[config.mk]
export PLATFORM = sky130hd
export DESIGN_NAME = cnn_argmax_readout
export DESIGN_NICKNAME = d
export VERILOG_FILES = /design/src/rtl/cnn_argmax_readout.sv
export SDC_FILE = /design/constraint.sdc
export NUM_CORES = 1
export LEC_CHECK = 0
export BUFFER_PORTS_ARGS = -buffer_cell sky130_fd_sc_hd__buf_2
export CAP_MARGIN = 20
export CORE_UTILIZATION = 59
export CTS_BUF_LIST = sky130_fd_sc_hd__clkbuf_4
export CTS_CLUSTER_DIAMETER = 30
export DETAILED_ROUTE_END_ITERATION = 7
export HOLD_SLACK_MARGIN = 0.06
export PLACE_DENSITY = 0.85
export SETUP_SLACK_MARGIN = 0.3
export SKIP_LAST_GASP = 1
export SLEW_MARGIN = 0
export SYNTH_ARGS = -nofsm -noshare
export SYNTH_HDL_FRONTEND = slang
export SYNTH_SLANG_ARGS = --single-unit
[constraint.sdc]
create_clock -name clk -period 3.6 [get_ports clk]
set_input_delay 0.36 -clock clk [delete_from_list [all_inputs] [get_ports clk]]
set_output_delay 0.36 -clock clk [all_outputs]
set_load 0.03 [all_outputs]
[src/rtl/cnn_argmax_readout.sv]
// rtl/cnn_argmax_readout.sv - argmax readout of NCLASS signed class scores from the data BRAM (optional ARGMAX_TOP2_EN adds runner-up/margin)
module cnn_argmax_readout #(
    parameter int WIDTH      = 16,
    parameter int DECIMAL    = 8,
    parameter int MEMADDRBIT = 20,
    parameter int NCLASS     = 10,
    parameter int RDLAT      = 1
) (
    input  logic                  clk,
    input  logic                  rst,
    input  logic                  start,
    input  logic [MEMADDRBIT-1:0] base_addr,
    output logic [MEMADDRBIT-1:0] mem_addr,
    output logic                  mem_rd_en,
    input  logic [WIDTH-1:0]      mem_out,
    output logic                  busy,
    output logic                  done,
    output logic [7:0]            class_idx,
    output logic [WIDTH-1:0]      class_score
`ifdef ARGMAX_TOP2_EN
    ,
    output logic [7:0]            second_idx,
    output logic [WIDTH:0]        margin
`endif
);

    typedef enum logic [1:0] {S_IDLE, S_ISSUE, S_DRAIN, S_DONE} state_t;

    localparam logic [7:0] LAST_IDX  = 8'(NCLASS - 1);
    localparam logic [1:0] LAST_WAIT = 2'(RDLAT - 1);

    generate
        if (DECIMAL >= WIDTH || NCLASS < 1 || NCLASS > 255 || RDLAT < 1 || RDLAT > 3) begin : g_param_check
            $error("cnn_argmax_readout: parameter out of range");
        end
    endgenerate

    state_t               state;
    logic [7:0]           cnt;
    logic [1:0]           dcnt;
    logic [RDLAT-1:0]     tag_vld;
    logic [7:0]           tag_idx [RDLAT];
    logic [WIDTH-1:0]     best, best_nxt;
    logic [7:0]           best_idx, best_idx_nxt;
    logic                 ret_vld;
    logic [7:0]           ret_idx;

    assign ret_vld = tag_vld[RDLAT-1];
    assign ret_idx = tag_idx[RDLAT-1];

`ifdef ARGMAX_TOP2_EN
    logic [WIDTH-1:0]     sec, sec_nxt;
    logic [7:0]           sec_idx, sec_idx_nxt;
    logic                 sec_vld, sec_vld_nxt;
    logic [WIDTH:0]       diff;

    // best >= second always holds, so the sign-extended difference is a valid unsigned value
    assign diff = {best_nxt[WIDTH-1], best_nxt} - {sec_nxt[WIDTH-1], sec_nxt};
`endif

    // mem_out is only looked at when a tagged read returns, so X elsewhere cannot leak in
    always_comb begin
        best_nxt     = best;
        best_idx_nxt = best_idx;
`ifdef ARGMAX_TOP2_EN
        sec_nxt      = sec;
        sec_idx_nxt  = sec_idx;
        sec_vld_nxt  = sec_vld;
`endif
        if (ret_vld) begin
            if (ret_idx == 8'd0) begin
                best_nxt     = mem_out;
                best_idx_nxt = ret_idx;
`ifdef ARGMAX_TOP2_EN
                sec_nxt      = '0;
                sec_idx_nxt  = 8'd0;
                sec_vld_nxt  = 1'b0;
`endif
            end else if ($signed(mem_out) > $signed(best)) begin
`ifdef ARGMAX_TOP2_EN
                sec_nxt      = best;
                sec_idx_nxt  = best_idx;
                sec_vld_nxt  = 1'b1;
`endif
                best_nxt     = mem_out;
                best_idx_nxt = ret_idx;
            end
`ifdef ARGMAX_TOP2_EN
            else if (!sec_vld || $signed(mem_out) > $signed(sec)) begin
                sec_nxt      = mem_out;
                sec_idx_nxt  = ret_idx;
                sec_vld_nxt  = 1'b1;
            end
`endif
        end
    end

    always_ff @(posedge clk or negedge rst) begin
        if (!rst) begin
            state       <= S_IDLE;
            cnt         <= 8'd0;
            dcnt        <= 2'd0;
            mem_addr    <= '0;
            mem_rd_en   <= 1'b0;
            busy        <= 1'b0;
            done        <= 1'b0;
            class_idx   <= 8'd0;
            class_score <= '0;
            best        <= '0;
            best_idx    <= 8'd0;
            tag_vld     <= '0;
            for (int j = 0; j < RDLAT; j++) tag_idx[j] <= 8'd0;
`ifdef ARGMAX_TOP2_EN
            sec         <= '0;
            sec_idx     <= 8'd0;
            sec_vld     <= 1'b0;
            second_idx  <= 8'd0;
            margin      <= '0;
`endif
        end else begin
            tag_vld[0] <= mem_rd_en;
            tag_idx[0] <= cnt;
            for (int j = 1; j < RDLAT; j++) begin
                tag_vld[j] <= tag_vld[j-1];
                tag_idx[j] <= tag_idx[j-1];
            end
            best     <= best_nxt;
            best_idx <= best_idx_nxt;
`ifdef ARGMAX_TOP2_EN
            sec      <= sec_nxt;
            sec_idx  <= sec_idx_nxt;
            sec_vld  <= sec_vld_nxt;
`endif
            done <= 1'b0;
            case (state)
                S_IDLE: if (start) begin
                    state     <= S_ISSUE;
                    mem_addr  <= base_addr;
                    mem_rd_en <= 1'b1;
                    cnt       <= 8'd0;
                    busy      <= 1'b1;
                end
                S_ISSUE: if (cnt == LAST_IDX) begin
                    mem_rd_en <= 1'b0;
                    dcnt      <= 2'd0;
                    state     <= S_DRAIN;
                end else begin
                    cnt      <= cnt + 8'd1;
                    mem_addr <= mem_addr + MEMADDRBIT'(1);
                end
                // the final word is sampled on this same edge, hence the *_nxt values
                S_DRAIN: if (dcnt == LAST_WAIT) begin
                    state       <= S_DONE;
                    done        <= 1'b1;
                    class_idx   <= best_idx_nxt;
                    class_score <= best_nxt;
`ifdef ARGMAX_TOP2_EN
                    second_idx  <= sec_vld_nxt ? sec_idx_nxt : 8'd0;
                    margin      <= sec_vld_nxt ? diff : '0;
`endif
                end else begin
                    dcnt <= dcnt + 2'd1;
                end
                S_DONE: begin
                    state <= S_IDLE;
                    busy  <= 1'b0;
                end
                default: state <= S_IDLE;
            endcase
        end
    end

endmodule
==> flow_metrics.tcl <==
set metrics [dict create \
    pwr_density_cell_nw_per_um2 978 \
    tightest_slew_ns 0.958 \
    worstSetupPathType "reg2reg" \
    post-route-period-util 0.838 \
    synth_flop_cell "dfrtp_1" \
    grt_pass1_vias 4068 \
    skew_ns 0.0275 \
    ios 86 \
    cap_violations 0 \
    setup_viol 0 \
    grt.total_usage 0.282 \
    synth-edff-count 0 \
    synth_mux_area_frac 0.0680 \
    cts_tree "built" \
    ant_nets 0 \
    cts_resized 0 \
    cp.arrival_ns 3.36 \
    slew_headroom 0.361 \
    cts_buffers 9 \
    synth_xor_area_frac 0 \
    finalCriticalPeriod_ns 3.02 \
    hpwl_um 8710 \
    htreeDepth 3 \
    async_reset_ff_frac 1.00 \
    yosys.area_share.simple 0.146 \
    rsz0062_at_grt "no" \
    clkSinkCount 92 \
    fillers 684 \
    clk_latency_ns 0.46 \
    cp.required_ns 3.95 \
    outcome "completed" \
    fmax_mhz 332 \
    final_nets 679 \
    synthAdderAreaFrac 0.0570 \
    switching_share 0.507 \
    gr-total-overflow 0 \
    synth_area_per_cell_um2 9.75 \
    hold_class "in2reg" \
    p_int_uw 2860 \
    grt_start_max_net_pins 74 \
    root_buffer "clkbuf_4" \
    peakVddDrop_mv 0.637 \
    final_util 0.684 \
    power_uw 5810 \
    syn_nets 603 \
    antenna_found_initial 0 \
    die_h_um 96.5 \
    fin_cells 729 \
    cts.clk_slew.worst_paths_ns 0.17 \
    start_util 0.607 \
    yosys.cell_types.count 56 \
    dp_cells 712 \
    placementRows 34 \
    syn_area_um2 5270 \
    finish.instance_area_um2 5940 \
    endpoint_kind "flip-flop" \
    routedWlPerCell_um 17.4 \
    post_cts_buffers 0 \
    drtPass1Iterations 5 \
    combPwrFrac 0.587 \
    synthToLayoutAreaGrowth_pct 12.8 \
    vias_per_cell 6.39 \
    place_area_um2 5790 \
    vias 4655 \
    io_buffers 85 \
    drc_errors 0 \
    postSynthCellCount 540 \
    ys_ff_latch 92 \
    grt_pass1_wl_um 20000 \
    ys_seq_area_frac 0.437 \
    clkPwrFrac 0.101 \
    antennaDiodeCount 0 \
    synth_top_family_by_area "compound AO/OA/AOI/OAI gates" \
    synth_compound_area_frac 0.245 \
    power_switching_uw 2950 \
    chipWidth_um 96.5 \
    slew_violations 0 \
    die-area_um2 9310 \
    coreArea_um2 8680 \
    drt_iter0_drc 277 \
    max-clock-path-buffers 2 \
    tns_ns 0 \
    p_leak_uw 0.00279 \
    gp_congestion 0.893 \
    finalHoldViolCount 0 \
    seqPwrFrac 0.312 \
    yosysWarnings 0 \
    cp_max_fo 16 \
    post_route_cells_drive_above_1_share 0.221 \
    critPathLaunchType "flip-flop" \
    wirelength_um 12700 \
]
==> metal layers <==
metal	global-route usage	wire, um
met4	0.0968	206
met5	0	0
met2	0.447	6100
met1	0.395	5530
met3	0.0462	877
==> flip-flops by register name, summed over array words and instances (netlist names) <==
register / flops
busy: 1
dcnt: 2
ret_vld: 1
state: 2
cnt: 8
done: 1
best: 16
mem_rd_en: 1
class_idx: 8
mem_addr: 20
class_score: 16
best_idx: 8
ret_idx: 8
==> worst max-delay path, cell delays in order (launching register included) <==
cell and delay (ns):
dfrtp_1 0.42, inv_1 0.06, ha_1 0.40, nand4_2 0.20, o22ai_1 0.12, nor3_1 0.47
and4_1 0.45, o22ai_2 0.34, o311a_1 0.44
==> cells in the final DEF, fill, tap and decap left out, types with 3 or more instances in the layout <==
cell type	Yosys	final
o211ai_1	18	18
ha_1	24	24
nor2b_1	3	3
nand3_1	20	20
nor2_1	27	27
o311a_1	16	16
nor3_1	12	12
a22o_1	16	16
o2111a_1	7	7
or3_1	3	3
o21ai_0	41	41
clkbuf_4	0	9
a21o_1	3	3
inv_1	27	27
o22ai_1	28	28
a311o_1	7	7
dfrtp_1	92	92
a31oi_1	3	3
nand4_1	7	7
buf_4	1	10
a32oi_1	6	6
nand2_1	56	56
clkinvlp_4	0	3
and2_1	9	9
mux2i_1	11	11
a21oi_1	18	18
mux2_4	9	9
and3_1	6	6
buf_2	3	84
mux2_2	9	9
==> cell families (layout without fill, tap and decap cells) <==
logic type / Yosys count / after routing
compound gates: 178 / 178
flops: 92 / 92
fa+ha+maj: 24 / 24
simple gates: 157 / 157
mux: 30 / 30
buf+inv: 59 / 140
==> power groups by stage <==
stage / Combinational [uW] / Sequential (uW) / Clock [uW]
after floorplan: 2110 / 2200 / 0
after global placement: 3240 / 1790 / 0
after detailed placement: 3380 / 1830 / 0
after CTS: 3400 / 1800 / 587
after global routing: 3730 / 1880 / 628
final: 3410 / 1810 / 587
==> worst paths after layout <==
check / endpoint / slack [ns] / start / cells past startpoint
min: mem_addr[10]$_DFFE_PN0P_ / 0.13 / base_addr[10] / 3
min reg2reg: ret_idx[1]$_DFF_PN0_ / 0.46 / cnt[1]$_DFFE_PN0P_ / 0
max in group asynchronous: mem_addr[1]$_DFFE_PN0P_ / 2.19 / rst / 3
max reg2reg: class_score[5]$_DFFE_PN0P_ / 0.58 / best[15]$_DFF_PN0_ / 8
min in group asynchronous: class_score[11]$_DFFE_PN0P_ / 0.52 / rst / 2
max: class_score[5]$_DFFE_PN0P_ / 0.58 / best[15]$_DFF_PN0_ / 8
==> through the flow <==
| stage | hold WS [ns] | worst slack, ns |
|---|---|---|
| after floorplan | 0.0644 | 0.955 |
| after global routing | 0.137 | 0.400 |
| after global placement | 0.415 | 0.703 |
| after detailed placement | 0.426 | 0.590 |
| final | 0.130 | 0.584 |
| after CTS | 0.133 | 0.631 |
==> cells in the mapped netlist (2+ instances only) <==
| master | n | share of area |
|---|---|---|
| clkbuf_1 | 22 | 0.016 |
| buf_1 | 3 | 0.0021 |
| o311a_1 | 16 | 0.030 |
| nor4_1 | 2 | 0.0024 |
| a31oi_1 | 3 | 0.0036 |
| a21o_1 | 3 | 0.0043 |
| or3_1 | 3 | 0.0036 |
| mux2_2 | 9 | 0.019 |
| ha_1 | 24 | 0.057 |
| buf_2 | 3 | 0.0029 |
| a32oi_1 | 6 | 0.010 |
| o21ai_0 | 41 | 0.039 |
| and2_1 | 9 | 0.011 |
| nand4_1 | 7 | 0.0083 |
| and3_1 | 6 | 0.0071 |
| nor2_1 | 27 | 0.019 |
| a311o_1 | 7 | 0.013 |
| nor3_1 | 12 | 0.011 |
| a22oi_1 | 2 | 0.0029 |
| nand2b_1 | 2 | 0.0024 |
| or4_4 | 2 | 0.0043 |
| mux2i_1 | 11 | 0.021 |
| o22ai_1 | 28 | 0.033 |
| inv_1 | 27 | 0.019 |
| buf_6 | 2 | 0.0043 |
| a22o_1 | 16 | 0.027 |
| or4_1 | 2 | 0.0029 |
| o2111a_1 | 7 | 0.015 |
| nor2b_1 | 3 | 0.0036 |
| dfrtp_1 | 92 | 0.44 |
| nand2_1 | 56 | 0.040 |
| and4_1 | 2 | 0.0033 |
| nand3_1 | 20 | 0.019 |
| o211ai_1 | 18 | 0.026 |
| mux2_4 | 9 | 0.026 |
| a21oi_1 | 18 | 0.017 |
==> timing repair <==
action / CTS / global route
hold endpoints to repair: 13 / 0
hold buffers: 1 / 0
endpoints found under the setup margin: 0 / 0
==> cell type report <==
cell class | instances | area, um^2 | area share
Multi-Input combinational cell | 389 | 2740 | 0.461
Sequential cell | 92 | 2300 | 0.388
Timing Repair Buffer | 96 | 517 | 0.0870
Tap cell | 108 | 135 | 0.0228
Inverter | 28 | 105 | 0.0177
Clock inverter | 7 | 75.1 | 0.0126
Clock buffer | 9 | 67.6 | 0.0114
No activity file was read; power rests on OpenSTA's default activity.
